**src/rtl/audio_dac_pkg.sv**
```systemverilog
// Shared types and constants for the audio DAC serializer.
//   DEFAULT_DATA_WIDTH : default bits per channel
//   CNT_WIDTH          : bit-slot counter width for the default width
//   cnt_width()        : slot counter width for any channel width (counts to DATA_WIDTH+1)
//   sample_t/stereo_t  : one channel sample / a left-right sample pair
//   lrck_state_e       : frame-tracking states of the serializer
package audio_dac_pkg;

    localparam int DEFAULT_DATA_WIDTH = 16;

    function automatic int cnt_width(input int dw);
        return $clog2(dw + 2);
    endfunction

    localparam int CNT_WIDTH = cnt_width(DEFAULT_DATA_WIDTH);

    typedef logic signed [DEFAULT_DATA_WIDTH-1:0] sample_t;

    typedef struct packed {
        sample_t l;
        sample_t r;
    } stereo_t;

    typedef enum logic {
        ST_SYNC = 1'b0,
        ST_RUN  = 1'b1
    } lrck_state_e;

endpackage

```
**src/rtl/sync_edge_det.sv**
```systemverilog
// Multi-flop synchronizer for an asynchronous level, with edge detection
// against the previous synchronized value.
//   clk   : sampling clock
//   rst   : asynchronous active-high reset
//   din   : asynchronous input
//   level : synchronized level
//   rise  : one-cycle pulse on a synchronized 0->1
//   fall  : one-cycle pulse on a synchronized 1->0
// STAGES must be at least 2.
module sync_edge_det #(
    parameter int STAGES = 2
) (
    input  logic clk,
    input  logic rst,
    input  logic din,
    output logic level,
    output logic rise,
    output logic fall
);

    logic [STAGES-1:0] sync_q;
    logic              prev;

    always_ff @(posedge clk or posedge rst) begin
        if (rst) begin
            sync_q <= '0;
            prev   <= 1'b0;
        end else begin
            sync_q <= {sync_q[STAGES-2:0], din};
            prev   <= sync_q[STAGES-1];
        end
    end

    assign level = sync_q[STAGES-1];
    assign rise  = level & ~prev;
    assign fall  = ~level & prev;

endmodule

```
**src/rtl/parallel2dac.sv**
```systemverilog
// Stereo sample serializer for the codec DAC. Accepts a left/right pair through
// a one-deep holding register and shifts it out MSB first, framed by the
// codec-mastered bit and frame clocks (both synchronized, never used as clocks).
//   CLOCK_50      : system clock
//   reset         : asynchronous active-high reset
//   DACDATA_L/R   : sample pair, two's complement
//   DACDATA_VALID : pair offered; transferred when VALID & READY
//   DACDATA_READY : holding register empty
//   DACDATA_REQ   : pulse, holding register consumed into a frame
//   UNDERRUN      : pulse, left boundary with holding register empty
//   AUD_BCLK      : codec bit clock (async)
//   AUD_DACLRCK   : codec frame clock (async), 0 = left, 1 = right
//   AUD_DACDAT    : serial data, updated one cycle after each synced BCLK fall
//
// state   | meaning
// ST_SYNC | no BCLK fall seen since reset; next fall only records LRCK
// ST_RUN  | LRCK history valid; LRCK changes at BCLK falls are boundaries
module parallel2dac
    import audio_dac_pkg::*;
#(
    parameter int DATA_WIDTH  = DEFAULT_DATA_WIDTH,
    parameter int SYNC_STAGES = 2,
    parameter int I2S_DELAY   = 1
) (
    input  logic                  CLOCK_50,
    input  logic                  reset,
    input  logic [DATA_WIDTH-1:0] DACDATA_L,
    input  logic [DATA_WIDTH-1:0] DACDATA_R,
    input  logic                  DACDATA_VALID,
    output logic                  DACDATA_READY,
    output logic                  DACDATA_REQ,
    output logic                  UNDERRUN,
    input  logic                  AUD_BCLK,
    input  logic                  AUD_DACLRCK,
    output logic                  AUD_DACDAT
);

    localparam int               CNT_W    = cnt_width(DATA_WIDTH);
    localparam logic [CNT_W-1:0] SLOT_MAX = CNT_W'(DATA_WIDTH + I2S_DELAY);

    typedef struct packed {
        logic [DATA_WIDTH-1:0] l;
        logic [DATA_WIDTH-1:0] r;
    } pair_t;

    logic bclk_lvl, bclk_rise, bclk_fall;
    logic lrck_lvl, lrck_rise, lrck_fall;
    logic unused_edges;

    sync_edge_det #(.STAGES(SYNC_STAGES)) u_bclk_sync (
        .clk   (CLOCK_50),
        .rst   (reset),
        .din   (AUD_BCLK),
        .level (bclk_lvl),
        .rise  (bclk_rise),
        .fall  (bclk_fall)
    );

    sync_edge_det #(.STAGES(SYNC_STAGES)) u_lrck_sync (
        .clk   (CLOCK_50),
        .rst   (reset),
        .din   (AUD_DACLRCK),
        .level (lrck_lvl),
        .rise  (lrck_rise),
        .fall  (lrck_fall)
    );

    // LRCK is judged only at BCLK falls, so its own edge pulses are not needed.
    assign unused_edges = ^{bclk_lvl, bclk_rise, lrck_rise, lrck_fall};

    lrck_state_e state, state_nxt;
    logic        lrck_prev;
    logic        boundary, left_bnd, right_bnd;

    always_ff @(posedge CLOCK_50 or posedge reset) begin
        if (reset) state <= ST_SYNC;
        else       state <= state_nxt;
    end

    always_comb begin
        state_nxt = state;
        if (state == ST_SYNC && bclk_fall) state_nxt = ST_RUN;
    end

    always_comb begin
        boundary  = (state == ST_RUN) && bclk_fall && (lrck_lvl != lrck_prev);
        left_bnd  = boundary && !lrck_lvl;
        right_bnd = boundary && lrck_lvl;
    end

    pair_t                 hold, frame;
    logic                  full;
    logic                  accept;
    logic [DATA_WIDTH-1:0] word, word_nxt, shifted;
    logic [CNT_W-1:0]      slot, slot_nxt;
    logic                  dac_bit;
    int                    slot_i;

    assign accept        = DACDATA_VALID && !full;
    assign DACDATA_READY = !full;
    assign DACDATA_REQ   = left_bnd && full;
    assign UNDERRUN      = left_bnd && !full;

    // A full holding register is bypassed straight into the left word so the
    // new sample starts in the same slot it is consumed; on underrun the frame
    // registers still hold the previous pair, which therefore repeats.
    always_comb begin
        slot_nxt = slot;
        word_nxt = word;
        if (boundary)
            slot_nxt = '0;
        else if (bclk_fall && slot != SLOT_MAX)
            slot_nxt = slot + CNT_W'(1);
        if (left_bnd)
            word_nxt = full ? hold.l : frame.l;
        else if (right_bnd)
            word_nxt = frame.r;
    end

    // Data occupies slots I2S_DELAY .. I2S_DELAY+DATA_WIDTH-1, MSB first.
    always_comb begin
        slot_i  = int'(slot_nxt);
        shifted = word_nxt << (slot_i - I2S_DELAY);
        dac_bit = (slot_i >= I2S_DELAY) && (slot_i < I2S_DELAY + DATA_WIDTH)
                  && shifted[DATA_WIDTH-1];
    end

    always_ff @(posedge CLOCK_50 or posedge reset) begin
        if (reset) begin
            hold       <= '0;
            frame      <= '0;
            full       <= 1'b0;
            word       <= '0;
            slot       <= '0;
            lrck_prev  <= 1'b0;
            AUD_DACDAT <= 1'b0;
        end else begin
            if (accept) begin
                hold.l <= DACDATA_L;
                hold.r <= DACDATA_R;
                full   <= 1'b1;
            end else if (DACDATA_REQ) begin
                full   <= 1'b0;
            end
            if (DACDATA_REQ) frame <= hold;
            if (bclk_fall) begin
                lrck_prev  <= lrck_lvl;
                AUD_DACDAT <= dac_bit;
            end
            slot <= slot_nxt;
            word <= word_nxt;
        end
    end

endmodule

```
**config.mk**
```make
export PLATFORM = sky130hd
export DESIGN_NAME = parallel2dac
export DESIGN_NICKNAME = d
export VERILOG_FILES = /design/src/rtl/audio_dac_pkg.sv /design/src/rtl/sync_edge_det.sv /design/src/rtl/parallel2dac.sv
export SDC_FILE = /design/constraint.sdc
export NUM_CORES = 1
export LEC_CHECK = 0
export ABC_AREA = 0
export CORE_UTILIZATION = 27
export DETAILED_ROUTE_END_ITERATION = 10
export SLEW_MARGIN = 20
export SYNTH_ARGS = -nofsm -noshare
export SYNTH_HDL_FRONTEND = slang
export SYNTH_SLANG_ARGS = --single-unit
```
**constraint.sdc**
```tcl
create_clock -name CLOCK_50 -period 4.1 [get_ports CLOCK_50]
set_input_delay 0.615 -clock CLOCK_50 [delete_from_list [all_inputs] [get_ports CLOCK_50]]
set_output_delay 0.615 -clock CLOCK_50 [all_outputs]
set_load 0.02 [all_outputs]
```
==> reports/metrics.cfg, run 1 <==
[run_status]
status = finished, final reports clean

[flow_run]
drv_cap = 0

[sta]
clock-skew-final_ns = 0.007615
relSlewSlack_pct = 37.03
max_slew.worst_pin.slew_ns = 0.9402
min_period_ns = 3.113
fin_tns_setup_ns = 0
hold_viol = 0
hold_ws_ns = 0.3615
grt_setup_unrepaired = no
setup_viol = 0
drv_slew = 0
timing.final.crit_share_pct = 75.94
fmax_mhz = 321.2

[cells_and_area]
layout.nets = 456
drive_gt1_share_pct = 16.23
final_util_pct = 34.39
design_area_um2 = 5055
areaGrowthSynthToFinish_pct = 22.80
antenna_cells = 0

[clocking]
clockBufferDepth = 2
root_buffer = clkbuf_16
cts_resized = 0
post-cts-setup-buffer-count = 0
numCtsBuffers = 9
clock_latency_ns = 0.34
htreeDepth = 3
cts_hold_buf = 0
path_clk_slew_ns = 0.06
clock-sinks = 94
cts_tree = built

[synth]
synth_edf_count = 0
yosys_most_used_dff = dfrtp_1
synth_cells = 376
synth-seq-cells = 94
synthArstFlopShare_pct = 100.0
ys_warn_count = 0
synth_top_area_cell = dfrtp_1
synth.top_cell.area_share_pct = 57.14
synth_seq_area_share_pct = 57.14
syn_area_per_cell_um2 = 10.95
synth_most_common_cell = nand2_1
synth_common_cells = 110 x nand2_1, 94 x dfrtp_1, 32 x mux2_2
ys_types = 43
syn_nets = 417
yosys-top-cells-area = dfrtp_1 57%, nand2_1 10%, mux2_2 8.8%, mux2i_1 3.2%, o22ai_1 2.9%
netlist_area_um2 = 4116

[floorplan]
core_area_um2 = 14700
floorplan.die_area_um2 = 15740
die_w_um = 125.5
rows = 44
die_h_um = 125.5
start_util_pct = 28.00
io_pins = 41

[critical_path]
cp.arrival_ns = 3.34
rr_worst_depth = 12
cp.depth = 12
crit_chain = inv_1 > ha_1 > nor4bb_1 > o21ai_0 > a21oi_4 > inv_2 > ha_1 > xnor2_4 > o311a_1 > o21ai_0 > a41oi_2 > nand2_1
startpoint_type = flip-flop
critPathMaxFanout = 10
path_delay_family = compound AO/OA/AOI/OAI gates
path_buf_inv = 2
endpoint_kind = flip-flop
timing.rr.start = slot[1]
crit_path_start = slot[1]
crit_path_top_delay_cell = dfrtp_1
required_ns = 4.33
cp_slowest_stage_delay_ns = 0.41
r2r_end = AUD_DACDAT
endpoint = AUD_DACDAT
rrSetupSlack_ns = 0.99
path_class = flip-flop to flip-flop

[drt]
viasPerCell = 4.715
detail_route.wl_per_cell_um = 15.16
wl_um = 9140
ant_nets = 0
drc = 0
vias = 2843
drt_iter0_drc = 115
drt_pass1_iterations = 5

[power_and_ir_drop]
p_clk_share_pct = 26.4
p_total_mw = 3.396
swShare_pct = 30.61
seq_power_share_pct = 47.1
power_density_nw_per_um2 = 671.8
power.internal_mw = 2.356
leakage_nw = 2.271
ir_drop_mv = 0.2170
p_switching_mw = 1.040
p_comb_share_pct = 26.5

[placed_design]
post_dp_cell_area_um2 = 4732
portBuffers = 40
gp_congestion = 0.8445
dp.final_hpwl_um = 6451

[global_routing]
grt-ovfl-total = 0
grt_pass1_wl_um = 15520
grt_max_degree = 44
antenna_found_initial = 0
grt_pass1_vias = 3027
grt_use_total_pct = 12.58

[worst_hold_path]
min_path_cells = 0
min_path_type = flip-flop to flip-flop

registers in the layout (all words and copies together) (netlist names):
signal	flops
frame	32
hold	32
word	16
slot	5
u_bclk_sync.sync_q	2
u_lrck_sync.sync_q	2
AUD_DACDAT	1
full	1
lrck_prev	1
state	1
u_bclk_sync.prev	1
stage by stage:
step                setup WS, ns  cells
floorplan                  1.036    376
global placement           1.227    588
detailed placement         1.056    588
CTS                        1.034    603
global route              0.7231    603
finish                    0.9865    603
per-layer routing:
metal  global-route usage [%]  up-vias  part of all wire, %
met5                        0        -                    0
met4                    6.815        0                  2.5
met3                    2.054       21                  3.3
met2                    19.84       61                   48
met1                    16.53     1395                   47
li1                         -     1366                    -
how the worst min path moves through the flow:
stage / from / endpoint / slack (ns)
2_1_floorplan: u_bclk_sync.sync_q[0] / u_bclk_sync.sync_q[1] / 0.33
3_3_place_gp: u_bclk_sync.sync_q[0] / u_bclk_sync.sync_q[1] / 0.36
3_5_place_dp: u_bclk_sync.sync_q[0] / u_bclk_sync.sync_q[1] / 0.34
4_1_cts: u_bclk_sync.sync_q[0] / u_bclk_sync.sync_q[1] / 0.37
5_1_grt: u_bclk_sync.sync_q[0] / u_bclk_sync.sync_q[1] / 0.39
6_report: u_bclk_sync.sync_q[0] / u_bclk_sync.sync_q[1] / 0.36
logic make-up (layout without fill, tap and decap cells):
| group | after synthesis | after routing | share of synthesized area, % |
|---|---|---|---|
| and+or+nand+nor | 151 | 151 | 15.74 |
| buffers and inverters | 27 | 70 | 2.583 |
| AOI/OAI and AO/OA | 51 | 51 | 10.09 |
| adders and majority gates | 4 | 4 | 1.216 |
| xor gates and xnor gates | 4 | 4 | 1.307 |
| DFF | 94 | 94 | 57.14 |
| muxes | 45 | 45 | 11.91 |
area by class of cell:
| cell class | instances | area, um^2 |
|---|---|---|
| Fill cell | 1443 | 9644 |
| Sequential cell | 94 | 2352 |
| Multi-Input combinational cell | 255 | 1660 |
| Timing Repair Buffer | 45 | 450.4 |
| Clock buffer | 11 | 252.7 |
| Tap cell | 184 | 230.2 |
| Clock inverter | 4 | 70.07 |
| Inverter | 10 | 38.79 |
power by group through the flow:
stage / clock (mW) / sequential [mW] / combinational (mW)
floorplan: 0 / 1.50 / 0.725
global placement: 0 / 1.60 / 0.877
detailed placement: 0 / 1.62 / 0.907
CTS: 0.924 / 1.61 / 0.913
global route: 0.960 / 1.66 / 1.01
finish: 0.896 / 1.60 / 0.900
cell usage in the layout, fill, tap and decap left out, types with 2 or more instances in the layout:
master,n
a211oi_1,2
a21oi_1,7
a21oi_4,3
a31oi_1,2
and2_1,2
and3_1,3
buf_4,4
bufinv_16,2
clkbuf_16,9
clkbuf_8,2
clkdlybuf4s50_1,40
clkinv_2,3
dfrtp_1,94
ha_1,4
inv_1,8
mux2_2,32
mux2i_1,13
nand2_1,110
nand2b_1,4
nand3_1,4
nand3b_1,2
nand4_1,2
nor2_1,12
nor2b_1,3
o21ai_0,3
o221a_2,5
o22a_1,2
o22ai_1,19
or3_1,2
xnor2_1,3
(Power assumes the default switching activity.)
==> run 2, diff against run 1 <==
==> constraint.sdc (replaced) <==
create_clock -name CLOCK_50 -period 3.05 [get_ports CLOCK_50]
set_input_delay 0.4575 -clock CLOCK_50 [delete_from_list [all_inputs] [get_ports CLOCK_50]]
set_output_delay 0.4575 -clock CLOCK_50 [all_outputs]
set_load 0.02 [all_outputs]
==> reports/metrics.cfg, run 2 (same netlist as run 1, synthesis figures left out) <==
[cells_and_area]
layout_common_cells = 110 x nand2_1, 94 x dfrtp_1, 40 x clkdlybuf4s50_1  ; unchanged
final_util_pct = 34.58  ; was 34.39%
antenna_cells = 0  ; unchanged
areaGrowthSynthToFinish_pct = 23.50  ; was 22.80%
final_common_cell = nand2_1  ; unchanged
drive_gt1_share_pct = 17.88  ; was 16.23%
design_area_um2 = 5084  ; was 5055 um^2
layout.nets = 461  ; was 456
layout.cells.non_filler = 609  ; was 603
top_regs = frame (32), hold (32), word (16)  ; unchanged

[sta]
fin_tns_setup_ns = 0  ; unchanged
fmax_mhz = 355.9  ; was 321.2 MHz
clock-skew-final_ns = 0.006666  ; was 0.007615 ns
hold_viol = 0  ; unchanged
max_slew.worst_pin.slew_ns = 0.5298  ; was 0.9402 ns
timing.final.crit_share_pct = 92.13  ; was 75.94%
setup_viol = 0  ; unchanged
relSlewSlack_pct = 64.68  ; was 37.03%
drv_slew = 0  ; unchanged
grt_setup_unrepaired = no  ; unchanged
min_period_ns = 2.810  ; was 3.113 ns

[critical_path]
required_ns = 3.28  ; was 4.33 ns
cp.arrival_ns = 3.04  ; was 3.34 ns
startpoint_type = flip-flop  ; unchanged
endpoint = AUD_DACDAT  ; unchanged
crit_path_start = slot[0]  ; was slot[1]
timing.rr.start = slot[0]  ; was slot[1]
critPathMaxFanout = 8  ; was 10
rr_worst_depth = 11  ; was 12
path_class = flip-flop to flip-flop  ; unchanged
r2r_end = AUD_DACDAT  ; unchanged
endpoint_kind = flip-flop  ; unchanged
rrSetupSlack_ns = 0.24  ; was 0.99 ns

[drt]
wl_um = 8981  ; was 9140 um
drt_pass1_iterations = 4  ; was 5
detail_route.wl_per_cell_um = 14.75  ; was 15.16 um
ant_nets = 0  ; unchanged
vias = 2849  ; was 2843
viasPerCell = 4.678  ; was 4.715
drt_iter0_drc = 149  ; was 115
drc = 0  ; unchanged

[global_routing]
grt_max_degree = 95  ; was 44
antenna_found_initial = 0  ; unchanged
grt_pass1_vias = 2937  ; was 3027
grt-ovfl-total = 0  ; unchanged
grt_pass1_wl_um = 14940  ; was 15520 um
grt_use_total_pct = 12.17  ; was 12.58%

[clocking]
cts_tree = built  ; unchanged
clock-sinks = 94  ; unchanged
clockBufferDepth = 2  ; unchanged
numCtsBuffers = 9  ; unchanged
cts_resized = 0  ; unchanged
path_clk_slew_ns = 0.07  ; was 0.06 ns
root_buffer = clkbuf_16  ; unchanged
post-cts-setup-buffer-count = 0  ; unchanged
cts_hold_buf = 0  ; unchanged
htreeDepth = 3  ; unchanged
clock_latency_ns = 0.35  ; was 0.34 ns

[floorplan]
die_w_um = 125.5  ; unchanged
rows = 44  ; unchanged
io_pins = 41  ; unchanged
start_util_pct = 28.00  ; unchanged
core_area_um2 = 14700  ; unchanged
floorplan.die_area_um2 = 15740  ; unchanged
die_h_um = 125.5  ; unchanged

[placed_design]
post_dp_cell_area_um2 = 4782  ; was 4732 um^2
portBuffers = 40  ; unchanged
dp.final_hpwl_um = 6310  ; was 6451 um
dp_cells = 593  ; was 588
gp_congestion = 0.8477  ; was 0.8445

[power_and_ir_drop]
p_total_mw = 4.423  ; was 3.396 mW
leakage_nw = 2.279  ; was 2.271 nW
ir_drop_mv = 0.3567  ; was 0.2170 mV
power_density_nw_per_um2 = 870.0  ; was 671.8 nW/um^2

[run_status]
status = finished, final reports clean  ; unchanged

[worst_hold_path]
min_path_type = flip-flop to flip-flop  ; unchanged

[flow_run]
drv_cap = 0  ; unchanged

[run 2: worst min path at each step]
stage,slack (ns),cells after the start,from,to
finish,0.35,0,u_bclk_sync.sync_q[0],u_bclk_sync.sync_q[1]
global route,0.36,0,u_bclk_sync.sync_q[0],u_bclk_sync.sync_q[1]
CTS,0.35,0,u_bclk_sync.sync_q[0],u_bclk_sync.sync_q[1]
detailed placement,0.34,0,u_bclk_sync.sync_q[0],u_bclk_sync.sync_q[1]
global placement,0.36,0,u_bclk_sync.sync_q[0],u_bclk_sync.sync_q[1]
floorplan,0.33,0,u_bclk_sync.sync_q[0],u_bclk_sync.sync_q[1]
[run 2: routing by layer]
layer | global-route usage [%] | vias up | share of wire, %
met5 | 0 | - | 0
met1 | 16.05 | 1419 | 47
li1 | - | 1374 | -
met3 | 2.995 | 12 | 3.3
met2 | 19.08 | 44 | 48
met4 | 4.950 | 0 | 1.9
[run 2: area by class of cell]
| type | count | area (um^2) |
|---|---|---|
| repair buffers | 50 | 500.5 |
| fillers | 1414 | 9615 |
| flip-flops and latches | 94 | 2352 |
| clock buffers | 9 | 225.2 |
| clock inverters | 7 | 57.56 |
| inverters | 10 | 38.79 |
| multi-input cells | 255 | 1679 |
| well taps | 184 | 230.2 |
[run 2: stage by stage]
stage / setup WS (ns) / hold slack [ns]
final: 0.2400 / 0.3499
after floorplan: 0.1438 / 0.3312
after detailed placement: 0.09549 / 0.3371
after CTS: 0.06660 / 0.3525
after global placement: 0.3070 / 0.3593
after global routing: 0.05872 / 0.3611
[run 2: report_power, final]
group	internal, mW	leakage (nW)	switching, mW
clock network	0.563	0.134	0.494
logic	0.648	1.00	0.578
registers	1.78	1.14	0.358
[run 2: worst max-delay path, cell delays in order, from the launching register on]
cell      delay, ns
dfrtp_1        0.43
ha_1           0.24
nor4bb_4       0.17
or3_1          0.33
a21oi_2        0.21
inv_1          0.10
ha_1           0.30
xnor2_4        0.35
o311a_1        0.22
o21ai_0        0.10
a41oi_2        0.19
nand2_1        0.07
==> run 3, diff against run 2 <==
--- a/config.mk
+++ b/config.mk
@@ -8,6 +8,7 @@
 export ABC_AREA = 0
 export CORE_UTILIZATION = 27
 export DETAILED_ROUTE_END_ITERATION = 10
+export SKIP_LAST_GASP = 1
 export SLEW_MARGIN = 20
 export SYNTH_ARGS = -nofsm -noshare
 export SYNTH_HDL_FRONTEND = slang
==> constraint.sdc (replaced) <==
create_clock -name CLOCK_50 -period 2.9 [get_ports CLOCK_50]
set_input_delay 0.435 -clock CLOCK_50 [delete_from_list [all_inputs] [get_ports CLOCK_50]]
set_output_delay 0.435 -clock CLOCK_50 [all_outputs]
set_load 0.02 [all_outputs]
==> reports/metrics.cfg, run 3 (same netlist as run 1, synthesis figures left out) <==
[run_status]
status = finished, final reports clean  ; unchanged

[critical_path]
crit_path_top_delay_cell = clkdlybuf4s50_1  ; was dfrtp_1
endpoint_kind = output port  ; was flip-flop
cp_slowest_stage_delay_ns = 0.61  ; was 0.43 ns
r2r_end = AUD_DACDAT  ; unchanged
startpoint_type = flip-flop  ; unchanged
path_class = flip-flop to output port  ; was flip-flop to flip-flop
rr_worst_depth = 12  ; was 11
cp.arrival_ns = 2.31  ; was 3.04 ns
crit_chain = and3b_1 > nand3_1 > inv_1 > clkdlybuf4s50_1  ; was ha_1 > nor4bb_4 > or3_1 > a21oi_2 > inv_1 > ha_1 > xnor2_4 > o311a_1 > o21ai_0 > a41oi_2 > nand2_1
rrSetupSlack_ns = 0.16  ; was 0.24 ns
timing.rr.start = slot[1]  ; was slot[0]
required_ns = 2.47  ; was 3.28 ns
critPathMaxFanout = 8  ; unchanged
crit_path_start = u_bclk_sync.sync_q[1]  ; was slot[0]
path_delay_family = simple AND/OR/NAND/NOR gates  ; was compound AO/OA/AOI/OAI gates
path_buf_inv = 2  ; was 1

[placed_design]
post_dp_cell_area_um2 = 4777  ; was 4782 um^2
gp_congestion = 0.8693  ; was 0.8477
dp.final_hpwl_um = 6481  ; was 6310 um
portBuffers = 40  ; unchanged

[clocking]
path_clk_slew_ns = 0.06  ; was 0.07 ns
clockBufferDepth = 2  ; unchanged
numCtsBuffers = 9  ; unchanged
root_buffer = clkbuf_16  ; unchanged
clock-sinks = 94  ; unchanged
cts_tree = built  ; unchanged
clock_latency_ns = 0.34  ; was 0.35 ns
htreeDepth = 3  ; unchanged

[sta]
clock-skew-final_ns = 0.007018  ; was 0.006666 ns
min_period_ns = 2.747
max_slew.worst_pin.slew_ns = 0.7102  ; was 0.5298 ns
fin_tns_setup_ns = 0  ; unchanged
relSlewSlack_pct = 52.60  ; was 64.68%
drv_slew = 0  ; unchanged
hold_viol = 0  ; unchanged
setup_viol = 0  ; unchanged
timing.final.crit_share_pct = 94.74
hold_ws_ns = 0.3525  ; was 0.3499 ns
fmax_mhz = 364.0

[floorplan]
core_area_um2 = 14700  ; unchanged
io_pins = 41  ; unchanged
rows = 44  ; unchanged
die_h_um = 125.5  ; unchanged
start_util_pct = 28.00  ; unchanged
floorplan.die_area_um2 = 15740  ; unchanged
die_w_um = 125.5  ; unchanged

[power_and_ir_drop]
ir_drop_mv = 0.3879  ; was 0.3567 mV
p_comb_share_pct = 26.6  ; was 27.7%
seq_power_share_pct = 45.8  ; was 48.4%
leakage_nw = 2.323  ; was 2.279 nW
p_switching_mw = 1.491  ; was 1.430 mW
p_clk_share_pct = 27.6  ; was 23.9%
power.internal_mw = 3.433  ; was 2.992 mW
power_density_nw_per_um2 = 952.4  ; was 870.0 nW/um^2
swShare_pct = 30.27  ; was 32.34%

[drt]
drt_iter0_drc = 142  ; was 149
wl_um = 9297  ; was 8981 um
viasPerCell = 4.635  ; was 4.678
vias = 2841  ; was 2849
drt_pass1_iterations = 4  ; unchanged
drc = 0  ; unchanged
detail_route.wl_per_cell_um = 15.17  ; was 14.75 um
ant_nets = 0  ; unchanged

[global_routing]
grt-ovfl-total = 0  ; unchanged
grt_use_total_pct = 12.59  ; was 12.17%
grt_pass1_wl_um = 15350  ; was 14940 um
antenna_found_initial = 0  ; unchanged
grt_max_degree = 42  ; was 95
grt_pass1_vias = 2943  ; was 2937

[cells_and_area]
layout_common_cells = 110 x nand2_1, 94 x dfrtp_1, 40 x clkdlybuf4s50_1  ; unchanged
design_area_um2 = 5170  ; was 5084 um^2
layout.nets = 465  ; was 461
top_regs = frame (32), hold (32), word (16)  ; unchanged
final_common_cell = nand2_1  ; unchanged
areaGrowthSynthToFinish_pct = 25.59  ; was 23.50%
drive_gt1_share_pct = 18.65  ; was 17.88%
antenna_cells = 0  ; unchanged

[worst_hold_path]
holdPathEnd = u_bclk_sync.sync_q[1]  ; unchanged
min_path_cells = 0  ; unchanged
min_path_type = flip-flop to flip-flop  ; unchanged
hold_path_startpoint = u_bclk_sync.sync_q[0]  ; unchanged

[flow_run]
drv_cap = 0  ; unchanged

[run 3: worst max-delay path by stage]
stage / end / slack, ns / depth (start not counted)
after floorplan: AUD_DACDAT / 0.02 / 1
after global placement: AUD_DACDAT / 0.16 / 12
after detailed placement: AUD_DACDAT / -0.09 / 12
after CTS: AUD_DACDAT / 0.0001 / 11
after global routing: AUD_DACDAT / -0.01 / 12
final: UNDERRUN / 0.15 / 4
[run 3: worst register-to-register path, cell delays in order, from the launching register on]
cell	delay, ns
dfrtp_1	0.39
inv_1	0.06
ha_1	0.20
nor4bb_4	0.17
or3_1	0.35
a21oi_2	0.20
inv_1	0.09
ha_2	0.23
xnor2_4	0.36
mux2i_1	0.25
mux2i_1	0.09
o2111ai_1	0.18
nand2_1	0.07
[run 3: timing repair]
item / in CTS / in global routing
pin swaps: 1 / 2
resized for setup: 1 / 3
endpoints found under the setup margin: 1 / 1
hold buffers: 0 / 0
setup buffers: 0 / 3
[run 3: layout make-up]
type | count | area, um^2
clock inverter | 5 | 106.4
multi-input combinational | 255 | 1682
inverter | 10 | 38.79
fill | 1417 | 9529
clock buffer | 11 | 242.7
timing repair buffer | 54 | 518.0
tap | 184 | 230.2
sequential | 94 | 2352
[run 3: per-stage QoR]
stage	setup WS [ns]	instances	util [%]	power, mW
3_5_place_dp	-0.09448	594	32.50	3.584
6_report	0.1526	613	35.17	4.924
5_1_grt	-0.01317	613	35.17	5.249
2_1_floorplan	0.01633	376	-	3.141
4_1_cts	0.0001112	610	34.92	4.959
3_3_place_gp	0.1575	594	32.50	3.517
[run 3: power groups by stage]
stage               logic [mW]  registers, mW  clock network, mW
finish                    1.31           2.26               1.36
global route              1.46           2.34               1.45
CTS                       1.31           2.27               1.39
detailed placement        1.30           2.29                  0
global placement          1.25           2.26                  0
floorplan                 1.02           2.12                  0
[run 3: per-layer routing]
metal,share of wire [%],vias up,GRT usage (%)
li1,-,1380,-
met1,48,1401,16.84
met2,47,44,19.74
met3,2.4,16,2.182
met4,2.7,0,6.098
met5,0,-,0
